File: src/rtl/risc_ctrl_skid_reg_if.sv
// risc_ctrl_skid_reg_if
//   Handshake bundle between the RISC control decoder, the control skid
//   register and the execute stage.
//   Signals:
//     in_valid/in_ready   decoder -> stage handshake
//     in_ctrl/in_op       control word and decode field from the decoder
//     flush               discard everything held in the stage
//     out_valid/out_ready stage -> execute handshake
//     out_ctrl/out_op     control word and decode field to execute
//   Modports:
//     slave   the skid register itself
//     master  the environment (decoder + execute stage) driving it
interface risc_ctrl_skid_reg_if #(
    parameter int unsigned CTRL_W = 31,
    parameter int unsigned OP_W   = 8
);
    logic              in_valid;
    logic              in_ready;
    logic [CTRL_W-1:0] in_ctrl;
    logic [OP_W-1:0]   in_op;
    logic              flush;
    logic              out_valid;
    logic              out_ready;
    logic [CTRL_W-1:0] out_ctrl;
    logic [OP_W-1:0]   out_op;

    modport slave (
        input  in_valid, in_ctrl, in_op, flush, out_ready,
        output in_ready, out_valid, out_ctrl, out_op
    );

    modport master (
        output in_valid, in_ctrl, in_op, flush, out_ready,
        input  in_ready, out_valid, out_ctrl, out_op
    );
endinterface

File: src/rtl/risc_ctrl_skid_reg.sv
// risc_ctrl_skid_reg
//   Two-entry skid register behind the combinational RISC control decoder.
//   Main register M drives the execute stage; skid register S absorbs one
//   word when the execute stage stalls, so in_ready can be a plain flop.
//   Ports:
//     clk         rising-edge clock
//     rst         synchronous reset, active-high
//     bus         risc_ctrl_skid_reg_if.slave (valid/ready in and out, flush)
//     stall_cnt   back-pressure cycle counter (RISC_CTRL_PERF_EN only)
//   Build option:
//     RISC_CTRL_PERF_EN  adds CNT_W and the saturating stall_cnt output.
module risc_ctrl_skid_reg #(
    parameter int unsigned CTRL_W = 31,
    parameter int unsigned OP_W   = 8
`ifdef RISC_CTRL_PERF_EN
    ,
    parameter int unsigned CNT_W  = 16
`endif
) (
    input  logic                       clk,
    input  logic                       rst,
    risc_ctrl_skid_reg_if.slave        bus
`ifdef RISC_CTRL_PERF_EN
    ,
    output logic [CNT_W-1:0]           stall_cnt
`endif
);

    typedef enum logic [1:0] {
        ST_EMPTY,
        ST_ONE,
        ST_FULL
    } state_t;

    state_t            state_q, state_d;
    logic              in_ready_q;
    logic              out_valid_q;
    logic [CTRL_W-1:0] m_ctrl_q, s_ctrl_q;
    logic [OP_W-1:0]   m_op_q, s_op_q;

    logic acc, drn;
    logic m_load, m_from_s, s_load;

    assign acc = bus.in_valid & in_ready_q;
    assign drn = out_valid_q & bus.out_ready;

    always_comb begin
        state_d  = state_q;
        m_load   = 1'b0;
        m_from_s = 1'b0;
        s_load   = 1'b0;
        if (bus.flush) begin
            // Any offered word is dropped; a concurrent drain has already
            // completed on the execute side, so only the state is cleared.
            state_d = ST_EMPTY;
        end else begin
            case (state_q)
                ST_EMPTY: begin
                    if (acc) begin
                        m_load  = 1'b1;
                        state_d = ST_ONE;
                    end
                end
                ST_ONE: begin
                    if (acc && drn) begin
                        m_load = 1'b1;
                    end else if (acc) begin
                        s_load  = 1'b1;
                        state_d = ST_FULL;
                    end else if (drn) begin
                        state_d = ST_EMPTY;
                    end
                end
                ST_FULL: begin
                    if (drn) begin
                        m_load   = 1'b1;
                        m_from_s = 1'b1;
                        state_d  = ST_ONE;
                    end
                end
                default: state_d = ST_EMPTY;
            endcase
        end
    end

    // Handshake flags are registered alongside the state so neither ready
    // nor valid has a combinational path from the opposite side.
    always_ff @(posedge clk) begin
        if (rst) begin
            state_q     <= ST_EMPTY;
            in_ready_q  <= 1'b0;
            out_valid_q <= 1'b0;
        end else begin
            state_q     <= state_d;
            in_ready_q  <= (state_d != ST_FULL);
            out_valid_q <= (state_d != ST_EMPTY);
        end
    end

    // Data registers carry no reset: validity lives in the state, and the
    // outputs are masked while invalid. They load only on accept/shift.
    always_ff @(posedge clk) begin
        if (m_load) begin
            m_ctrl_q <= m_from_s ? s_ctrl_q : bus.in_ctrl;
            m_op_q   <= m_from_s ? s_op_q   : bus.in_op;
        end
        if (s_load) begin
            s_ctrl_q <= bus.in_ctrl;
            s_op_q   <= bus.in_op;
        end
    end

    assign bus.in_ready  = in_ready_q;
    assign bus.out_valid = out_valid_q;
    assign bus.out_ctrl  = out_valid_q ? m_ctrl_q : '0;
    assign bus.out_op    = out_valid_q ? m_op_q   : '0;

`ifdef RISC_CTRL_PERF_EN
    logic [CNT_W-1:0] stall_cnt_q;

    always_ff @(posedge clk) begin
        if (rst) begin
            stall_cnt_q <= '0;
        end else if (out_valid_q && !bus.out_ready && (stall_cnt_q != '1)) begin
            stall_cnt_q <= stall_cnt_q + CNT_W'(1);
        end
    end

    assign stall_cnt = stall_cnt_q;
`endif

endmodule

File: src/flat_wrapper.sv
// flat-port wrapper written by rule: the top's interface ports become plain ports
module risc_ctrl_skid_reg_flat 
#(
    parameter int unsigned CTRL_W = 31,
    parameter int unsigned OP_W   = 8

)
  (clk, rst, bus_in_valid, bus_in_ctrl, bus_in_op, bus_flush, bus_out_ready, bus_in_ready, bus_out_valid, bus_out_ctrl, bus_out_op);
  risc_ctrl_skid_reg_if #(.CTRL_W(CTRL_W), .OP_W(OP_W)) bus_i ();
  input  logic clk;
  input  logic rst;
  input wire logic [$bits(bus_i.in_valid)-1:0] bus_in_valid;
  input wire logic [$bits(bus_i.in_ctrl)-1:0] bus_in_ctrl;
  input wire logic [$bits(bus_i.in_op)-1:0] bus_in_op;
  input wire logic [$bits(bus_i.flush)-1:0] bus_flush;
  input wire logic [$bits(bus_i.out_ready)-1:0] bus_out_ready;
  output wire logic [$bits(bus_i.in_ready)-1:0] bus_in_ready;
  output wire logic [$bits(bus_i.out_valid)-1:0] bus_out_valid;
  output wire logic [$bits(bus_i.out_ctrl)-1:0] bus_out_ctrl;
  output wire logic [$bits(bus_i.out_op)-1:0] bus_out_op;
  assign bus_i.in_valid = bus_in_valid;
  assign bus_i.in_ctrl = bus_in_ctrl;
  assign bus_i.in_op = bus_in_op;
  assign bus_i.flush = bus_flush;
  assign bus_i.out_ready = bus_out_ready;
  assign bus_in_ready = bus_i.in_ready;
  assign bus_out_valid = bus_i.out_valid;
  assign bus_out_ctrl = bus_i.out_ctrl;
  assign bus_out_op = bus_i.out_op;
  risc_ctrl_skid_reg #(.CTRL_W(CTRL_W), .OP_W(OP_W)) u_core (.clk(clk), .rst(rst), .bus(bus_i));
endmodule
File: config.mk
export PLATFORM = sky130hd
export DESIGN_NAME = risc_ctrl_skid_reg_flat
export DESIGN_NICKNAME = d
export VERILOG_FILES = /design/src/rtl/risc_ctrl_skid_reg_if.sv /design/src/rtl/risc_ctrl_skid_reg.sv /design/src/flat_wrapper.sv
export SDC_FILE = /design/constraint.sdc
export NUM_CORES = 1
export LEC_CHECK = 0
export BUFFER_PORTS_ARGS = -buffer_cell sky130_fd_sc_hd__clkbuf_2
export CORE_MARGIN = 8
export CORE_UTILIZATION = 52
export DETAILED_ROUTE_END_ITERATION = 10
export PLACE_DENSITY = 0.79
export SLEW_MARGIN = 40
export SYNTH_ARGS = -nofsm -noshare
export SYNTH_HDL_FRONTEND = slang
export SYNTH_SLANG_ARGS = --single-unit
File: constraint.sdc
create_clock -name clk -period 4.1 [get_ports clk]
set_input_delay 0.615 -clock clk [delete_from_list [all_inputs] [get_ports clk]]
set_output_delay 0.615 -clock clk [all_outputs]
set_load 0.02 [all_outputs]
* Word level (Yosys, flattened, before mapping)
Cells that the tools add are included.
** Storage, ports and cells
- Flip-flop bits (word level) :: 82
- Word-level logic and storage cells :: 36
** Cells by class
- Reductions and logical operators :: 3
- Equal/unequal tests :: 3
- Multiplexer cells :: 21
- Bitwise gates (word level) :: 2
** Operators by type and width (count)
- $mux W31 :: 2
- $mux W8 :: 2
- $mux W2 :: 6
- $mux W1 :: 9
- $pmux W2 S3 :: 1
- $pmux W1 S3 :: 1
- $and A1 B1 Y1 :: 2
- $eq A2 B1 Y1 const B :: 1
- $eq A2 B2 Y1 const B :: 1
- $logic_not A2 Y1 :: 1
- $ne A2 B2 Y1 const B :: 1
- $reduce_bool A2 Y1 :: 1
- $logic_and A1 B1 Y1 :: 1

* Logic depth before layout (Yosys ltp)
- Depth after elaboration :: 7
- Gate-level depth with buffers :: 5
- Depth with buffers taken out :: 3

* Worst setup path after synthesis
OpenSTA, ideal clock, no wires.
- Path type :: input to register
- Start :: input port bus_in_valid
- End :: register u_core.m_ctrl_q[0], enable pin
- Data arrival time :: 2853 ps
- Setup time :: 449 ps
- Setup slack :: 798 ps
- Stages on the path :: 3
- Required time :: 3651 ps
- Path buffers :: 0
- Cells stage by stage :: and3b_1 -> nand3_1 -> a21oi_1
** On the way
- Word-level cells in the longest chain between the ends :: 5
- Elaborated cells between the ends (all ways) :: 6
- Those cells by class :: mux: 4; bitwise: 1; reduce/logical: 1
** RTL lines
- start, declared :: RTL line flat_wrapper.sv:12 : input wire logic [$bits(bus_i.in_valid)-1:0] bus_in_valid;
- $and A1 B1 Y1 * :: RTL line risc_ctrl_skid_reg.sv:44 : assign acc = bus.in_valid & in_ready_q;
- $logic_and A1 B1 Y1 :: RTL line risc_ctrl_skid_reg.sv:65 : if (acc && drn) begin
- $mux W1 :: RTL line risc_ctrl_skid_reg.sv:65
- $pmux W1 S3 * :: RTL line risc_ctrl_skid_reg.sv:57 : case (state_q)
- $mux W1 * :: RTL line risc_ctrl_skid_reg.sv:52 : if (bus.flush) begin
- net u_core.m_load :: RTL line risc_ctrl_skid_reg.sv:42 : logic m_load, m_from_s, s_load;
- end signal, assigned :: RTL line risc_ctrl_skid_reg.sv:104 : m_ctrl_q <= m_from_s ? s_ctrl_q : bus.in_ctrl;
- end, declared :: RTL line risc_ctrl_skid_reg.sv:38 : logic [CTRL_W-1:0] m_ctrl_q, s_ctrl_q;
The timed path passes the listed nets; every way through them passes the cells marked *.
A chain may end at the register's enable or synchronous reset.

* Worst setup path after layout
- Start :: register u_core.out_valid_q, in the netlist u_core.bus.out_valid
- End :: output port bus_out_ctrl[6]
** On the way
- Word-level cells in the longest chain between the ends :: 1
** RTL lines
- start, declared :: RTL line risc_ctrl_skid_reg.sv:37 : logic out_valid_q;
- start signal, assigned :: RTL line risc_ctrl_skid_reg.sv:96 : out_valid_q <= (state_d != ST_EMPTY);
- $mux W31 :: RTL line risc_ctrl_skid_reg.sv:115 : assign bus.out_ctrl = out_valid_q ? m_ctrl_q : '0;
- end, declared :: RTL line flat_wrapper.sv:19 : output wire logic [$bits(bus_i.out_ctrl)-1:0] bus_out_ctrl;
Every way passes these cells.

==> implementation parameters <==
Parameter                              Value

Finish
  Number of fill cells in the layout ... 480
  Final Instance Count excl. Fillers ... ~360
  Post-layout util ... 0.644
  Layout net count ... around 320
  Inserted Diodes ... 0
  Share of cells above drive strength 1 ... 0.477
  Area occupied by registers ... 0.00242 sq mm
  Area used by multi-input combinational logic ... 845 sq um
  Synth-to-layout area growth ... 21.7%

Timing
  Slew Viols, Final ... 0
  Share of the clock period used by the worst path ... 0.565
  Count of final setup violators ... 0
  Maximum clock frequency ... 431 MHz
  Post-route setup TNS ... 0 ns
  Fin Hold WS ... 0.457 ns
  Transition time at the pin with the least slew margin ... a little over 0.6 ns
  Final hold violation count ... 0
  Setup repair after global routing missed its margin ... false
  Time the final worst path needs with I/O delays and setup ... 2.32 ns
  Normalized max-slew margin ... 0.593
  Layout Skew ... between 0.01 and 0.015 ns

Clock tree
  Resized Gates After CTS ... 0
  Total number of clock tree sinks ... a little over 80
  Number of buffers created by CTS ... 9
  Buffers inserted by post-CTS timing repair ... 0
  CTS root buf ... sky130_fd_sc_hd__clkbuf_8
  Clock Tree Buf Depth ... 2
  Worst skew pair latency ... 0.34 ns
  Clock tree from TritonCTS ... done
  Clock Pin Slew Worst Setup and Hold Paths ... 0.09 ns
  Cts-stage hold buffer count ... 0
  Level count of the clock H-tree ... 3

Route
  Routed WL per cell ... 16.9 um
  First-iteration detailed-routing DRC count ... 85
  Initial DRT Pass Iterations ... 4
  Number of vias after detailed routing ... 1825
  Via/cell ratio ... 5.04
  DRC ... 0
  Post-detailed-route count of antenna-violating nets ... 0
  WL final ... between 6000 and 7000 um

Floorplanning
  Std cell rows ... 29
  Area of the die ... 0.00916 sq mm
  Core Area ... 0.00624 sq mm
  Initial standard-cell utilization of the core ... 0.529
  Ports ... 85
  Die Wd ... 95.7 um
  Die boundary height ... 95.7 um

GRT
  Vias in the first global route ... 1929
  Met3 routing resource usage after global routing ... 0.0413
  Met1 demand-to-capacity share in global routing ... 0.171
  Maximum number of pins on one net before global-route repair ... 40
  Most crowded layer after global routing ... met2
  Wire length of the first global-routing pass ... 9560 um
  GR Util met2 ... 0.221
  Initial antenna violation count ... 0
  GRT Total Usage ... 0.140
  Remaining global-route overflow ... 0

Outcome
  Outcome ... finished clean

Yosys
  Sequential fraction of the synthesis area ... 0.733
  Net Count, Synth ... ~230
  Number of flip-flops and latches in the synthesized netlist ... 82
  Post-Synthesis Cell Area ... 0.00330 sq mm
  Post-synthesis cell count ... 189
  Number of library cell types mapped by synthesis ... 21
  Synthesis warning total ... 0
  Synthesized area per cell ... 17.5 sq um

Worst setup path
  Launching element type of the critical path ... flip-flop
  CP endpoint kind ... output port
  Crit-path max FO ... 23
  Required time at the worst-slack endpoint ... 3.48 ns
  Data arrival time of the worst path ... 1.70 ns
  Crit Path Class ... flip-flop to output port

Power
  Leakage power of the design ... 1.53 nW
  VDD IR max ... 266 uV
  Power density cells ... 393 mW/mm^2

Job
  Number of violations of the max-capacitance limit ... 0

Placement
  Final weighted congestion in routability-driven placement ... 0.696
  Number of placed instances, taps included ... about 350
  Number of input and output port buffers inserted ... 84
  HPWL after detailed placement ... 4390 um

Min path
  Min-Delay Path Class ... primary input to flip-flop
path summary, 6_finish.rpt:
path                              startpoint                            end  slack [ns]  depth (start not counted)
min                          bus_in_ctrl[28]  u_core.s_ctrl_q[28]$_DFFE_PP_        0.46                          1
max reg2reg  u_core.bus.out_valid$_SDFF_PP0_     u_core.m_op_q[4]$_DFFE_PP_        1.79                          4
max          u_core.bus.out_valid$_SDFF_PP0_                bus_out_ctrl[6]        1.78                          3
min reg2reg    u_core.s_ctrl_q[24]$_DFFE_PP_  u_core.m_ctrl_q[24]$_DFFE_PP_        0.53                          1
metrics by stage:
stage,cell area [sq um],power (mW),setup slack [ns]
5_1_grt,4020,1.64,1.58
6_report,4020,1.58,1.78
2_1_floorplan,3300,1.00,0.798
3_3_place_gp,3810,1.04,1.74
3_5_place_dp,3840,1.05,1.65
4_1_cts,4020,1.59,1.72
report_power, final:
part           internal [mW]  switching, mW
Sequential             0.933        0.00627
Combinational         0.0408         0.0468
Clock                  0.277          0.277
Total                   1.25          0.330
routing by layer:
layer	wire [um]	vias up
li1	-	889
met1	2460	871
met2	3080	56
met3	464	9
met4	120	0
met5	0	-
Yosys cell counts:
cell type | count | area share
sky130_fd_sc_hd__and4_1 | 1 | 0.0027
sky130_fd_sc_hd__dfxtp_1 | 4 | 0.024
sky130_fd_sc_hd__buf_4 | 2 | 0.0045
sky130_fd_sc_hd__o21ai_0 | 1 | 0.0015
sky130_fd_sc_hd__nand4_1 | 1 | 0.0019
sky130_fd_sc_hd__a21oi_1 | 3 | 0.0045
sky130_fd_sc_hd__mux2_1 | 10 | 0.034
sky130_fd_sc_hd__clkbuf_1 | 5 | 0.0057
sky130_fd_sc_hd__buf_6 | 2 | 0.0068
sky130_fd_sc_hd__nor2_1 | 2 | 0.0023
sky130_fd_sc_hd__and3_1 | 3 | 0.0057
sky130_fd_sc_hd__and3b_1 | 1 | 0.0027
sky130_fd_sc_hd__edfxtp_1 | 78 | 0.71
sky130_fd_sc_hd__nor4b_4 | 1 | 0.0072
sky130_fd_sc_hd__nand2_2 | 1 | 0.0019
sky130_fd_sc_hd__mux2_2 | 30 | 0.10
sky130_fd_sc_hd__nand2_1 | 1 | 0.0011
sky130_fd_sc_hd__o21bai_1 | 1 | 0.0023
sky130_fd_sc_hd__and2_1 | 39 | 0.074
sky130_fd_sc_hd__a221o_1 | 1 | 0.0030
sky130_fd_sc_hd__nand3_1 | 2 | 0.0030
cell type report:
cell class | instances | area share
well taps | 77 | 0.0240
flip-flops and latches | 82 | 0.602
clock inverters | 6 | 0.0143
repair buffers | 89 | 0.118
clock buffers | 10 | 0.0317
multi-input cells | 98 | 0.210
critical path, cell delays in order (launching register included):
cell and delay, ns:
sky130_fd_sc_hd__dfxtp_1 0.71, sky130_fd_sc_hd__buf_4 0.33, sky130_fd_sc_hd__and2_1 0.16, sky130_fd_sc_hd__clkbuf_2 0.17
state kept, by name, summed over array words and instances (netlist names):
| name | count |
|---|---|
| u_core.bus.in_ready | 1 |
| u_core.bus.out_valid | 1 |
| u_core.m_ctrl_q | 31 |
| u_core.m_op_q | 8 |
| u_core.s_ctrl_q | 31 |
| u_core.s_op_q | 8 |
| u_core.state_q | 2 |
cells in the final DEF (no fill, tap or decap):
master / n
sky130_fd_sc_hd__and4_1: 1
sky130_fd_sc_hd__nand2_1: 1
sky130_fd_sc_hd__nand3_1: 2
sky130_fd_sc_hd__and3_1: 3
sky130_fd_sc_hd__buf_8: 2
sky130_fd_sc_hd__and3b_1: 1
sky130_fd_sc_hd__clkbuf_1: 1
sky130_fd_sc_hd__o21ai_0: 1
sky130_fd_sc_hd__nor2_1: 1
sky130_fd_sc_hd__clkinv_1: 2
sky130_fd_sc_hd__clkinv_2: 1
sky130_fd_sc_hd__nor4b_4: 1
sky130_fd_sc_hd__mux2_2: 30
sky130_fd_sc_hd__o21bai_1: 1
sky130_fd_sc_hd__nor2_4: 1
sky130_fd_sc_hd__clkbuf_2: 84
sky130_fd_sc_hd__clkbuf_8: 9
sky130_fd_sc_hd__edfxtp_1: 78
sky130_fd_sc_hd__a221o_1: 1
sky130_fd_sc_hd__dfxtp_1: 4
sky130_fd_sc_hd__and2_1: 39
sky130_fd_sc_hd__a21oi_4: 1
sky130_fd_sc_hd__nand4_1: 1
sky130_fd_sc_hd__mux2_1: 10
sky130_fd_sc_hd__a21oi_1: 2
sky130_fd_sc_hd__bufinv_16: 1
sky130_fd_sc_hd__nand2_2: 1
sky130_fd_sc_hd__buf_4: 3
sky130_fd_sc_hd__clkinvlp_4: 2
cell families after synthesis:
logic type             count (synthesis)  share of synthesized area
flip-flops                            82                      0.733
AND/OR/NAND/NOR                       52                      0.102
buffers and inverters                  9                     0.0170
AO/OA/AOI/OAI                          6                     0.0114
multiplexers                          40                      0.136
Note: power is estimated with default switching activity, not from simulation.
